### config.mk
export PLATFORM = sky130hd
export DESIGN_NAME = bcd_updown_counter
export DESIGN_NICKNAME = d
export VERILOG_FILES = /design/src/rtl/bcd_updown_counter.sv
export SDC_FILE = /design/constraint.sdc
export NUM_CORES = 1
export LEC_CHECK = 0
export ABC_CLOCK_PERIOD_IN_PS = 2350
export BUFFER_PORTS_ARGS = -buffer_cell sky130_fd_sc_hd__clkbuf_2
export CORE_MARGIN = 2
export CORE_UTILIZATION = 56
export DETAILED_ROUTE_END_ITERATION = 12
export GPL_TIMING_DRIVEN = 1
export PLACE_DENSITY = 0.83
export SETUP_SLACK_MARGIN = 0.2
export SYNTH_ARGS = -nofsm -noshare
export SYNTH_HDL_FRONTEND = slang
export SYNTH_SLANG_ARGS = --single-unit
### constraint.sdc
create_clock -name clk -period 2.35 [get_ports clk]
set_input_delay 0.3525 -clock clk [delete_from_list [all_inputs] [get_ports clk]]
set_output_delay 0.3525 -clock clk [all_outputs]
set_load 0.1 [all_outputs]
### src/rtl/bcd_updown_counter.sv
// Multi-digit BCD up/down counter with synchronous clear, clamped parallel load,
// and either wrap-around or saturation at the count limits.
module bcd_updown_counter #(
  parameter int unsigned DIGITS   = 4,
  parameter bit          SATURATE = 1'b0
) (
  input  logic                  clk,
  input  logic                  rst_n,
  input  logic                  en,
  input  logic                  u,
  input  logic                  clr,
  input  logic                  load,
  input  logic [4*DIGITS-1:0]   load_val,
  output logic [4*DIGITS-1:0]   cnt,
  output logic                  tc,
  output logic                  err
);

  localparam int unsigned W = 4 * DIGITS;

  logic [W-1:0] cnt_q, cnt_d;
  logic         tc_q, tc_d;
  logic         err_q, err_d;

  logic [W-1:0] inc_val;
  logic [W-1:0] dec_val;
  logic [W-1:0] load_clamped;
  logic         inc_carry;
  logic         dec_borrow;
  logic         any_clamp;
  logic [3:0]   inc_dig;
  logic [3:0]   dec_dig;
  logic [3:0]   ld_dig;

  // Ripple carry/borrow through every digit; the final carry/borrow marks the
  // all-9s / all-0s limit, so it doubles as the wrap/blocked indication.
  always_comb begin
    inc_val    = '0;
    dec_val    = '0;
    inc_carry  = 1'b1;
    dec_borrow = 1'b1;
    inc_dig    = '0;
    dec_dig    = '0;
    for (int unsigned k = 0; k < DIGITS; k++) begin
      inc_dig = cnt_q[4*k +: 4];
      dec_dig = cnt_q[4*k +: 4];
      if (inc_carry) begin
        if (inc_dig >= 4'd9) begin
          inc_val[4*k +: 4] = 4'd0;
        end else begin
          inc_val[4*k +: 4] = inc_dig + 4'd1;
          inc_carry         = 1'b0;
        end
      end else begin
        inc_val[4*k +: 4] = inc_dig;
      end
      if (dec_borrow) begin
        if (dec_dig == 4'd0) begin
          dec_val[4*k +: 4] = 4'd9;
        end else if (dec_dig > 4'd9) begin
          dec_val[4*k +: 4] = 4'd8;
          dec_borrow        = 1'b0;
        end else begin
          dec_val[4*k +: 4] = dec_dig - 4'd1;
          dec_borrow        = 1'b0;
        end
      end else begin
        dec_val[4*k +: 4] = dec_dig;
      end
    end
  end

  // Clamp any non-decimal load digit to 9 and flag that it happened.
  always_comb begin
    load_clamped = '0;
    any_clamp    = 1'b0;
    ld_dig       = '0;
    for (int unsigned k = 0; k < DIGITS; k++) begin
      ld_dig = load_val[4*k +: 4];
      if (ld_dig > 4'd9) begin
        load_clamped[4*k +: 4] = 4'd9;
        any_clamp              = 1'b1;
      end else begin
        load_clamped[4*k +: 4] = ld_dig;
      end
    end
  end

  // Next state: clr beats load beats en; tc/err are single-cycle flags.
  always_comb begin
    cnt_d = cnt_q;
    tc_d  = 1'b0;
    err_d = 1'b0;
    if (clr) begin
      cnt_d = '0;
    end else if (load) begin
      cnt_d = load_clamped;
      err_d = any_clamp;
    end else if (en) begin
      if (!u) begin
        tc_d = inc_carry;
        if (!(inc_carry && SATURATE)) begin
          cnt_d = inc_val;
        end
      end else begin
        tc_d = dec_borrow;
        if (!(dec_borrow && SATURATE)) begin
          cnt_d = dec_val;
        end
      end
    end
  end

  // State registers with asynchronous clear.
  always_ff @(posedge clk or negedge rst_n) begin
    if (!rst_n) begin
      cnt_q <= '0;
      tc_q  <= 1'b0;
      err_q <= 1'b0;
    end else begin
      cnt_q <= cnt_d;
      tc_q  <= tc_d;
      err_q <= err_d;
    end
  end

  assign cnt = cnt_q;
  assign tc  = tc_q;
  assign err = err_q;

endmodule

* Yosys cells after proc, flatten, opt, wreduce, memory -nomap -nowiden *
Cells that the tools add are included.

storage, ports and cells
  flip-flop bits (word level) = 18
  input port bits = 22

cells by class
  reduce and logical (&&, ||, !) cells = 11
  eq/ne operators = 3
  order comparisons = 12
  $add $sub $neg = 8
  mux-type cells = 50

operators with widths
  cell                 count
  $mux 4               22
  $mux 16              4
  $gt 4x4->1 const B   8
  $mux 1               24
  $add 4x1->4 const B  4
  $ge 4x4->1 const B   4
  $logic_not 4->1      4
  $sub 4x1->4 const B  4
  $ne 4x1->1 const B   3
  $reduce_bool 4->1    3
  $reduce_and 3->1     3
  $reduce_bool 3->1    1

* Logic depth before layout (Yosys ltp) *
  depth in word-level cells = 9
  depth in mapped cells = 7
  gate-level depth less buffers = 7

* Worst setup path before layout *
Ideal clock, no wire load.

  path type = register to register
  from = register cnt_q[0], in the netlist cnt[0]
  to = register cnt_q[10], in the netlist cnt[10]
  data required time = 2,225 ps
  buffers on the path = 0
  data arrival time = 2,652 ps
  path slack = -428 ps
  cell stages (with the launch flop) = 8
  cell sequence = dfrtp_1 inv_1 ha_1 nor3b_2 or3_4 o21a_4 nand2_4 mux2_4

between the ends
  word-level cells in the longest chain between the ends = 5

ends and longest elaborated chain
  what                                                              line    text
  start, declared                                                   21      logic [W-1:0] cnt_q, cnt_d;
  start signal, assigned                                            121     cnt_q <= cnt_d;
  $ge 4x4->1 or $logic_not 4->1 (tied branches)                     48, 58
  $mux 1 (on tied branches)                                         48, 58
  $mux 1 (on tied branches)                                         47, 57
  $reduce_bool 4->1 (no source line) or $ne 4x1->1 (tied branches)  --
  $reduce_and 3->1 (no source line) *                               --

Mark *: on every way between the ends. The rest lies on a longest branch, timed or not.
A chain may end at the register's enable or synchronous reset.

* Worst setup path in the final report *
  from = register cnt_q[1], in the netlist cnt[1]
  to = register cnt_q[10], in the netlist cnt[10]

Same word-level chain as after synthesis.

==> results_dict.tcl <==
set metrics [dict create \
    status "complete, no violations" \
    total_leakage_power_nw 0.977 \
    hold_path.class "input pin to register" \
    syn_nets 268 \
    first_iter_violations 178 \
    die_h_um 63.1 \
    cts-root-buf "clkbuf_4" \
    whs_ns 0.273 \
    yosys.area.top_type "dfrtp_1" \
    wl_mm 4.97 \
    fin_skew_ns 0.00599 \
    synth_seq_area_share 0.230 \
    grt_pass1_vias 1891 \
    pre_cts_ws_ns 0.285 \
    cp.required_ns 2.55 \
    worst_slack_ns 0.301 \
    ys_top_cells_by_count "nor2_1, dfrtp_1, a21oi_1, inv_1, ha_1" \
    drtAntennaViolNets 0 \
    finalCriticalPeriod_ns 2.05 \
    clk_latency_ns 0.30 \
    syn_to_final_growth_pct 16.6 \
    synth_area_mm2 0.00195 \
    worst_pin_slew_ns 0.531 \
    syn_inst 232 \
    placement.io_buffers 39 \
    arrival_ns 2.25 \
    finalPower_mw 1.24 \
    htreeDepth 1 \
    synth_seq_cells 18 \
    grt_pass1_wl_mm 8.62 \
    synth.avg_cell_area_um2 8.42 \
    hold-path-cell-count 2 \
    grt-ovfl-total 0 \
    synthArstFlopShare 1.00 \
    synth-edff-count 0 \
    dp_hpwl_mm 3.69 \
    crit_end "cnt[10]$_DFFE_PN0P_" \
    fill_cells 303 \
    drive_above_1_share 0.318 \
    drt_first_pass_iters 4 \
    slew_headroom 0.637 \
    antenna_cells 0 \
    ioPinCount 40 \
    num_vias 2000 \
    die_area_mm2 0.00398 \
    placed_cell_area_mm2 0.00222 \
    fin_crit_sh 0.872 \
    hold_viol_final 0 \
    cts_tree "yes" \
    critPathLaunch "cnt[1]$_DFFE_PN0P_" \
    clkSlewWorstSetupHoldPaths_ns 0.11 \
    drc_errors 0 \
    critPathKind "register to register" \
    end_kind "register" \
    fmax_mhz 488 \
    yosysMostFrequentCell "nor2_1" \
    reg2reg_depth 7 \
    setup_viol 0 \
    rows 21 \
    initial_core_util 0.586 \
    synth_ff_type "dfrtp_1" \
    synth.distinct_cells 69 \
    vdd_drop_max_mv 0.273 \
    cts_sinks 18 \
    nets 304 \
    crit_path_max_fanout 6 \
    grt_use_total 0.263 \
    antenna_found_initial 0 \
    rr_endpoint "cnt[10]$_DFFE_PN0P_" \
    rrSetupSlack_ns 0.30 \
    yosysTopAreaCellShare 0.230 \
    routedWlPerCell_um 15.9 \
    ys_warn_count 0 \
    postLayoutCellArea_mm2 0.00228 \
    core_mm2 0.00334 \
    cap_violations 0 \
    cts_buffers 3 \
    r2r_start "cnt[1]$_DFFE_PN0P_" \
    grt_max_degree 19 \
    synthTopCellsByArea "dfrtp_1, ha_1, a21oi_1, nor2_1, nand2b_1" \
    place.gp.congestion 0.895 \
    routed_via_density 6.39 \
    powerDensity_mw_per_mm2 544 \
    setup_tns_ns 0 \
    fp.dieW_um 63.1 \
    cts_buffer_depth 2 \
    rsz0062_at_grt "false" \
    drv_slew 0 \
    start_kind "register" \
]
per-layer routing:
| metal | vias up | part of all wire | GRT usage | routed length, µm |
|---|---|---|---|---|
| met1 | 962 | 0.43 | 0.347 | 2140 |
| met5 | - | 0 | 0 | 0 |
| met2 | 67 | 0.48 | 0.441 | 2400 |
| met4 | 0 | 0.027 | 0.108 | 133 |
| met3 | 16 | 0.059 | 0.0232 | 293 |
| li1 | 955 | - | - | - |
where the power goes:
part | total, mW | internal (mW) | switching (mW)
Clock | 0.172 | 0.0662 | 0.105
Combinational | 0.660 | 0.213 | 0.447
Sequential | 0.407 | 0.345 | 0.0618
sequential cells by signal (all words and copies together), names as in the netlist:
register / flops
cnt: 16
err: 1
tc: 1
how the worst min path moves through the flow:
stage | startpoint | endpoint
6_report | load_val[3] | cnt[1]$_DFFE_PN0P_
3_3_place_gp | rst_n | cnt[5]$_DFFE_PN0P_
5_1_grt | load_val[3] | cnt[1]$_DFFE_PN0P_
4_1_cts | load_val[3] | cnt[1]$_DFFE_PN0P_
2_1_floorplan | rst_n | cnt[10]$_DFFE_PN0P_
3_5_place_dp | rst_n | cnt[6]$_DFFE_PN0P_
worst max-delay path, cell delays in order, from the launching register on:
cell	delay [ns]
dfrtp_4	0.53
inv_4	0.09
ha_2	0.20
nor3b_2	0.08
or3_4	0.42
o21a_4	0.22
nand2_4	0.09
mux2_4	0.30
kinds of logic after synthesis:
logic type | Yosys count | synth area share
flip-flops | 18 | 0.230
AO/OA/AOI/OAI | 87 | 0.344
multiplexers | 3 | 0.0179
adder cells (fa/ha/maj) | 14 | 0.0896
buffers and inverters | 30 | 0.0672
AND/OR/NAND/NOR | 80 | 0.251
through the flow:
| step | std cells | util |
|---|---|---|
| 4_1_cts | 313 | 0.675 |
| 3_3_place_gp | 308 | 0.664 |
| 6_report | 313 | 0.683 |
| 3_5_place_dp | 308 | 0.664 |
| 5_1_grt | 313 | 0.683 |
| 2_1_floorplan | 232 | - |
cell type report:
type / count / area [µm²] / share of cell area
Tap cell: 46 / 57.6 / 0.0253
Timing Repair Buffer: 44 / 235 / 0.103
Inverter: 17 / 68.8 / 0.0302
Clock buffer: 4 / 26.3 / 0.0115
Sequential cell: 18 / 480 / 0.211
Multi-Input combinational cell: 184 / 1410 / 0.619
cell usage in the layout, fill, tap and decap left out, types with 3 or more instances in the layout:
| cell type | count |
|---|---|
| nand2b_1 | 9 |
| o31ai_1 | 5 |
| dfrtp_4 | 6 |
| o21bai_1 | 4 |
| a211oi_1 | 3 |
| a211o_1 | 3 |
| dfrtp_1 | 6 |
| nand2_1 | 8 |
| nor2_1 | 19 |
| a21oi_1 | 16 |
| clkbuf_2 | 39 |
| inv_1 | 14 |
| nor4_1 | 3 |
| clkbuf_4 | 3 |
| nand3b_1 | 7 |
| nand3_1 | 3 |
| o21ai_0 | 12 |
| a22o_1 | 3 |
| o32ai_1 | 3 |
| ha_1 | 11 |
| nor3b_1 | 4 |
| a31oi_1 | 3 |
| buf_4 | 4 |
| dfrtp_2 | 6 |
| nor3_1 | 3 |
what timing repair did:
item / CTS / global route
hold buffers: 1 / 0
endpoints found under the setup margin: 0 / 7
resized for setup: 0 / 5
buffers inserted: 0 / 0
endpoints found under the hold margin: 14 / 0
No activity file was read; power rests on OpenSTA's default activity.
